$ cat config.mk
export PLATFORM = sky130hd
export DESIGN_NAME = imem_loader
export DESIGN_NICKNAME = d
export VERILOG_FILES = /design/src/rtl/imem_loader_pkg.sv /design/src/rtl/imem_loader_byte_packer.sv /design/src/rtl/imem_loader.sv
export SDC_FILE = /design/constraint.sdc
export NUM_CORES = 1
export LEC_CHECK = 0
export BUFFER_PORTS_ARGS = -buffer_cell sky130_fd_sc_hd__buf_4
export CAP_MARGIN = 20
export CORE_MARGIN = 1
export CORE_UTILIZATION = 45
export CTS_CLUSTER_DIAMETER = 150
export CTS_CLUSTER_SIZE = 30
export DETAILED_ROUTE_END_ITERATION = 7
export PLACE_DENSITY = 0.7
export SYNTH_ARGS = -nofsm -noshare
export SYNTH_HDL_FRONTEND = slang
export SYNTH_SLANG_ARGS = --single-unit
$ cat constraint.sdc
create_clock -name clk -period 2.2 [get_ports clk]
set_input_delay 0.33 -clock clk [delete_from_list [all_inputs] [get_ports clk]]
set_output_delay 0.33 -clock clk [all_outputs]
set_load 0.05 [all_outputs]
$ cat src/rtl/imem_loader_pkg.sv
// rtl/imem_loader_pkg.sv - shared state encoding and frame constants for the program loader
package imem_loader_pkg;

  typedef enum logic [2:0] {
    IDLE  = 3'd0,
    HCNT  = 3'd1,
    HADDR = 3'd2,
    DATA  = 3'd3,
    WRITE = 3'd4,
    CSUM  = 3'd5
  } state_t;

  localparam logic [7:0] SYNC_DEFAULT = 8'hA5;

endpackage

$ cat src/rtl/imem_loader_byte_packer.sv
// rtl/imem_loader_byte_packer.sv - big-endian 4-byte word assembler with running XOR checksum
module byte_packer (
  input  logic        clk,
  input  logic        reset_n,
  input  logic        clr,
  input  logic        shift,
  input  logic [7:0]  byte_in,
  output logic [31:0] word,
  output logic [7:0]  csum,
  output logic        last
);

  logic [1:0] idx;

  assign last = (idx == 2'd3);

  // word is not cleared by clr: it only feeds the memory while a full word is held
  always_ff @(posedge clk or negedge reset_n) begin
    if (!reset_n) begin
      word <= '0;
      csum <= '0;
      idx  <= '0;
    end else if (clr) begin
      csum <= '0;
      idx  <= '0;
    end else if (shift) begin
      word <= {word[23:0], byte_in};
      csum <= csum ^ byte_in;
      idx  <= idx + 2'd1;
    end
  end

endmodule

$ cat src/rtl/imem_loader.sv
// rtl/imem_loader.sv - framed byte-stream loader driving the instruction memory write port
module imem_loader
  import imem_loader_pkg::*;
#(
  parameter int         AW   = 8,
  parameter logic [7:0] SYNC = SYNC_DEFAULT
) (
  input  logic          clk,
  input  logic          reset_n,
  input  logic [7:0]    in_data,
  input  logic          in_valid,
  output logic          in_ready,
  output logic          mem_we,
  output logic [AW-1:0] mem_addr,
  output logic [31:0]   mem_wdata,
  output logic          cpu_hold,
  output logic          done,
  output logic          err
);

  state_t     state, state_nxt;
  logic [7:0] cnt;
  logic [7:0] csum;
  logic       last;
  logic       accept;
  logic       is_sync;

  assign in_ready = (state != WRITE);
  assign accept   = in_valid & in_ready;
  assign is_sync  = (in_data == SYNC);

  byte_packer u_packer (
    .clk     (clk),
    .reset_n (reset_n),
    .clr     ((state == HADDR) && accept),
    .shift   ((state == DATA) && accept),
    .byte_in (in_data),
    .word    (mem_wdata),
    .csum    (csum),
    .last    (last)
  );

  always_comb begin
    state_nxt = state;
    case (state)
      IDLE:    if (accept && is_sync) state_nxt = HCNT;
      HCNT:    if (accept) state_nxt = HADDR;
      HADDR:   if (accept) state_nxt = DATA;
      DATA:    if (accept && last) state_nxt = WRITE;
      WRITE:   state_nxt = (cnt == 8'd0) ? CSUM : DATA;
      CSUM:    if (accept) state_nxt = IDLE;
      default: state_nxt = IDLE;
    endcase
  end

  always_ff @(posedge clk or negedge reset_n) begin
    if (!reset_n) begin
      state    <= IDLE;
      cnt      <= '0;
      mem_addr <= '0;
      mem_we   <= 1'b0;
      cpu_hold <= 1'b1;
      done     <= 1'b0;
      err      <= 1'b0;
    end else begin
      state  <= state_nxt;
      mem_we <= (state_nxt == WRITE);
      done   <= 1'b0;
      case (state)
        IDLE: if (accept && is_sync) begin
          cpu_hold <= 1'b1;
          err      <= 1'b0;
        end
        HCNT:  if (accept) cnt <= in_data;
        HADDR: if (accept) mem_addr <= AW'(in_data);
        // address advances after the write cycle so it is stable while mem_we is high
        WRITE: begin
          mem_addr <= mem_addr + AW'(1);
          if (cnt != 8'd0) cnt <= cnt - 8'd1;
        end
        CSUM: if (accept) begin
          if (in_data == csum) begin
            done     <= 1'b1;
            cpu_hold <= 1'b0;
          end else begin
            err <= 1'b1;
          end
        end
        default: ;
      endcase
    end
  end

endmodule

==> Word-level counts from Yosys, hierarchy flattened <==
Index checks and enable logic that the tools add are counted.
{ "totals": {"ff_bits": 65, "input_bits": 11, "out_inout_bits": 45, "word_cells": 75} }
{ "op_classes": {"n_addsub": 3, "eq_ne": 17, "n_mux": 26, "bitwise_logic": 3, "reduce_logical": 16} }
{ "op_table": {"columns": ["op", "count"], "rows": [
  ["$mux W8", 4],
  ["$pmux W8 S2", 2],
  ["$mux W3", 6],
  ["$pmux W3 S6", 1],
  ["$ne A2 B2 Y1 const B", 7],
  ["$eq A3 B3 Y1 const B", 3],
  ["$mux W1", 9],
  ["$add A8 B1 Y8 const B", 1],
  ["$eq A8 B8 Y1", 1],
  ["$eq A8 B8 Y1 const B", 1],
  ["$logic_not A8 Y1", 1],
  ["$reduce_and A4 Y1", 2],
  ["$reduce_bool A2 Y1", 4],
  ["$reduce_bool A8 Y1", 1],
  ["$sub A8 B1 Y8 const B", 1],
  ["$xor A8 B8 Y8", 1],
  ["$eq A3 B2 Y1 const B", 2],
  ["$logic_and A1 B1 Y1", 4],
  ["$mux W2", 2],
  ["$pmux W1 S2", 2],
  ["$reduce_and A2 Y1", 2],
  ["$eq A3 B1 Y1 const B", 1],
  ["$logic_not A3 Y1", 1],
  ["$ne A3 B3 Y1 const B", 1],
  ["5 further kinds", 5]
]} }

==> Longest topological paths before layout <==
{ "depth": {"depth_word": 6, "ltp_mapped": 6, "mapped_depth_nobuf": 5} }

==> By module <==
Synthesis repeated with hierarchy kept, for this count alone.
{ "hier_totals": {"hier_cells": 270, "hier_area_um2": 3256.9} }
{ "modules_own_cells": {"columns": ["mod", "n_inst", "cells_per_inst", "area_per_inst_um2", "seq_area_each_um2"], "rows": [
  ["byte_packer", 1, 111, 1848.0, 1051.0],
  ["imem_loader", 1, 159, 1408.9, 576.8]
]} }

==> Least setup slack after synthesis <==
OpenSTA, ideal clock, no wires.
{ "synth_timing": {"path_type": "reg-to-reg", "startpoint": "register cnt[2]", "endpoint": "register cnt[0]", "setup_time_ns": 0.126, "arrival_ns": 2.005, "required_ns": 2.074, "setup_slack_ns": 0.069, "stages_incl_launch_ff": 6, "path_buffers": 1, "period_less_slack_ns": 2.131, "cell_sequence": "dfrtp_1 -> or4_4 -> or4b_4 -> buf_6 -> and3_4 -> a221o_1"} }
{ "synth_between": {"elab_chain_len": 3} }
{ "synth_rtl": {"columns": ["element", "line_no", "source"], "rows": [
  ["from (decl)", "imem_loader.sv:22", "logic [7:0] cnt;"],
  ["from (signal assigned)", "imem_loader.sv:74", "HCNT: if (accept) cnt <= in_data;"],
  ["from (signal assigned)", "imem_loader.sv:79", "if (cnt != 8'd0) cnt <= cnt - 8'd1;"],
  ["$reduce_bool A8 Y1", "imem_loader.sv:79", null],
  ["$ne A2 B2 Y1 (no line)", null, null],
  ["$reduce_and A3 Y1 (no line)", null, null]
]} }
Every way passes these cells.
A chain may end at the register's enable or synchronous reset.

==> Final worst setup path <==
{ "layout_timing": {"startpoint": "register cnt[3]", "endpoint": "register cnt[0]"} }
The elaborated chain is that of the path after synthesis.

==> flow_summary.json <==
{
  "status": "finished, violations left",
  "violations": "DRC",
  "p_int_mw": 3.80,
  "rrSetupSlack_ns": 0.07,
  "synth-edff-count": 0,
  "crit_chain": "or4_4, or4b_4, and3_4, a221o_1",
  "p_clk_share_pct": 17.9,
  "synth_top_area_cell": "dfrtp_1",
  "p_comb_share_pct": 50.1,
  "drt-pass1-iter-count": 6,
  "cp.arrival_ns": 2.35,
  "grt-ovfl-total": 0,
  "finalClockSkew_ns": 0.00840,
  "grt_pass1_vias": 2329,
  "port_buffers": 55,
  "synth_fp_nets": 292,
  "netlist.area_leader.share_pct": 51.8,
  "tightest_slew_ns": 0.813,
  "synth-xor-area-share_pct": 0,
  "core_mm2": 0.00649,
  "ys_seq_elements": 65,
  "fin_nets": 350,
  "reg2reg_depth": 4,
  "wl_per_cell_um": 16.5,
  "ir_worst_vdd_uv": 798,
  "area_growth_pct": 24.4,
  "grt_first_pass_wirelength_mm": 11.6,
  "hpwlAfterDp_mm": 4.57,
  "power.leakage_nw": 1.73,
  "cts_buffer_depth": 2,
  "hold_slack_ns": 0.0619,
  "synthMuxAreaShare_pct": 12.6,
  "endpoint": "cnt[0]",
  "path_clk_slew_ns": 0.07,
  "cts_buffers": 9,
  "die_area_mm2": 0.00720,
  "drt_iter0_drc": 141,
  "p_sw_share_pct": 45.0,
  "setup_tns_ns": 0,
  "synthAdderAreaFrac_pct": 1.62,
  "synth_cell_types": 46,
  "num_vias": 2380,
  "power.switching_mw": 3.11,
  "period_needed_ns": 2.13,
  "synth_ff_type": "dfrtp_1",
  "antenna_found_initial": 0,
  "syn_area_per_cell_um2": 11.2,
  "final_antenna_net_count": 0,
  "crit_fanout": 9,
  "yosysWarnings": 0,
  "drv_cap": 0,
  "via_per_inst": 5.71,
  "r2r_start": "cnt[3]",
  "synthTopCellsByArea": "dfrtp_1, mux2_2, nand2b_1",
  "powerDensity_mw_per_mm2": 1800,
  "die_w_um": 84.9,
  "synth-compound-area-share_pct": 13.1,
  "wirelength_mm": 6.90,
  "clock-sinks": 65,
  "final_cell_mix": "dfrtp_1, buf_4, mux2_2, nand2_1, o21ai_0",
  "crit_path_start": "cnt[3]",
  "end_kind": "flop",
  "clockRootBuffer": "clkbuf_8",
  "io_pins": 56,
  "rr_endpoint": "cnt[0]",
  "rsz0062_at_grt": "no",
  "clock_latency_ns": 0.34,
  "crit_slowest_cell": "or4b_4",
  "ys_seq_area_share_pct": 52.7,
  "place.gp.congestion": 0.824,
  "post-route-period-util_pct": 96.7,
  "syn-cell-area_mm2": 0.00309,
  "synth-simple-area-share_pct": 17.3,
  "slew_violations": 0,
  "cp-start-kind": "flop",
  "netlist_instances": 277,
  "drive_gt1_share_pct": 34.1,
  "initial_core_util_pct": 47.6,
  "die_h_um": 84.9,
  "cts_htree_levels": 3,
  "max_stage_delay_ns": 0.61,
  "holdBufCountCts": 0,
  "grtUsageTotal_pct": 21.0,
  "grt_max_degree": 66,
  "post_cts_resize_count": 0,
  "synth_top_family_by_area": "simple AND/OR/NAND/NOR gates",
  "drc": 3,
  "final_common_cell": "dfrtp_1",
  "cp.required_ns": 2.42,
  "finalHoldViolations": 0,
  "path_class": "flop to flop",
  "max_clock_freq_ghz": 0.470,
  "slew_headroom_pct": 45.8,
  "hp-class": "primary input to asynchronous set/reset pin",
  "async_flop_share_pct": 100,
  "num_rows": 29,
  "seq_power_share_pct": 31.9,
  "setup_viol": 0,
  "post_cts_buffers": 0,
  "cts_tree": "yes",
  "antennaDiodeCount": 0
}
flip-flops by register name, indices dropped and copies added, names as in the netlist:
name           flops
mem_addr           8
mem_we             1
done               1
u_packer.word     32
err                1
cpu_hold           1
u_packer.idx       2
u_packer.csum      8
cnt                8
state              3
metrics by stage:
stage	setup WS, ns	area [um2]	util (%)	cells	power [mW]
6_report	0.0718	3840	59.2	417	6.91
5_1_grt	0.0283	3840	59.2	417	7.29
4_1_cts	0.0765	3840	59.2	417	6.95
3_5_place_dp	0.0944	3600	55.4	401	5.70
3_3_place_gp	0.126	3600	55.4	401	5.61
2_1_floorplan	0.0688	3090	-	277	4.66
power by group through the flow:
stage	registers [mW]	logic, mW	clock network, mW
floorplan	3.47	1.19	0
global placement	2.19	3.42	0
detailed placement	2.22	3.48	0
CTS	2.21	3.49	1.26
global route	2.29	3.69	1.31
finish	2.21	3.46	1.24
cell type report:
type / count / area (um2)
multi-input combinational: 192 / 1380
clock buffer: 11 / 141
inverter: 5 / 18.8
fill: 559 / 2650
sequential: 65 / 1630
timing repair buffer: 62 / 478
clock inverter: 5 / 103
tap: 77 / 96.3
critical path, delay by kind of cell (launching register included):
kind,cells,cell delay (ns)
DFF,1,0.38
and+or+nand+nor,3,1.37
AOI/OAI and AO/OA,1,0.25
routing by layer:
metal	track usage (%)	routed length, um
met4	10.0	128
met5	0	0
met2	33.6	3390
met1	27.8	3090
met3	3.89	284
cell usage after synthesis (2+ instances only):
library cell	instances
clkbuf_1	12
nor2b_1	3
nor3_1	2
nor4_1	3
o22ai_1	2
a21oi_1	9
and3b_1	2
nand3_1	8
o21ai_0	17
nor4bb_1	3
o32ai_1	4
nand4_1	6
a31oi_1	2
a21o_1	2
nand4bb_1	2
mux2i_1	3
nand2_1	24
a211oi_1	7
and3_1	2
dfrtp_1	64
buf_1	2
mux2_2	32
nor4b_1	2
a311oi_1	2
inv_1	5
nand2b_1	16
a22o_1	8
nor2_1	12
ha_1	4
worst min-delay path by stage:
stage	start	endpoint	slack, ns	depth (start not counted)
after detailed placement	reset_n	u_packer.word[18]	0.48	1
after floorplan	reset_n	cnt[0]	0.03	0
after CTS	reset_n	u_packer.word[18]	0.11	1
after global placement	u_packer.idx[1]	u_packer.idx[1]	0.47	2
after global routing	reset_n	u_packer.word[16]	0.13	1
final	reset_n	u_packer.word[24]	0.06	1
cells by family (layout without fill, tap and decap cells):
logic type,count (synthesis),count (layout)
AND/OR/NAND/NOR,93,93
flip-flops,65,65
AO/OA/AOI/OAI,60,60
multiplexers,35,35
buffers and inverters,20,83
adder cells (fa/ha/maj),4,4
No activity file was read; power rests on OpenSTA's default activity.
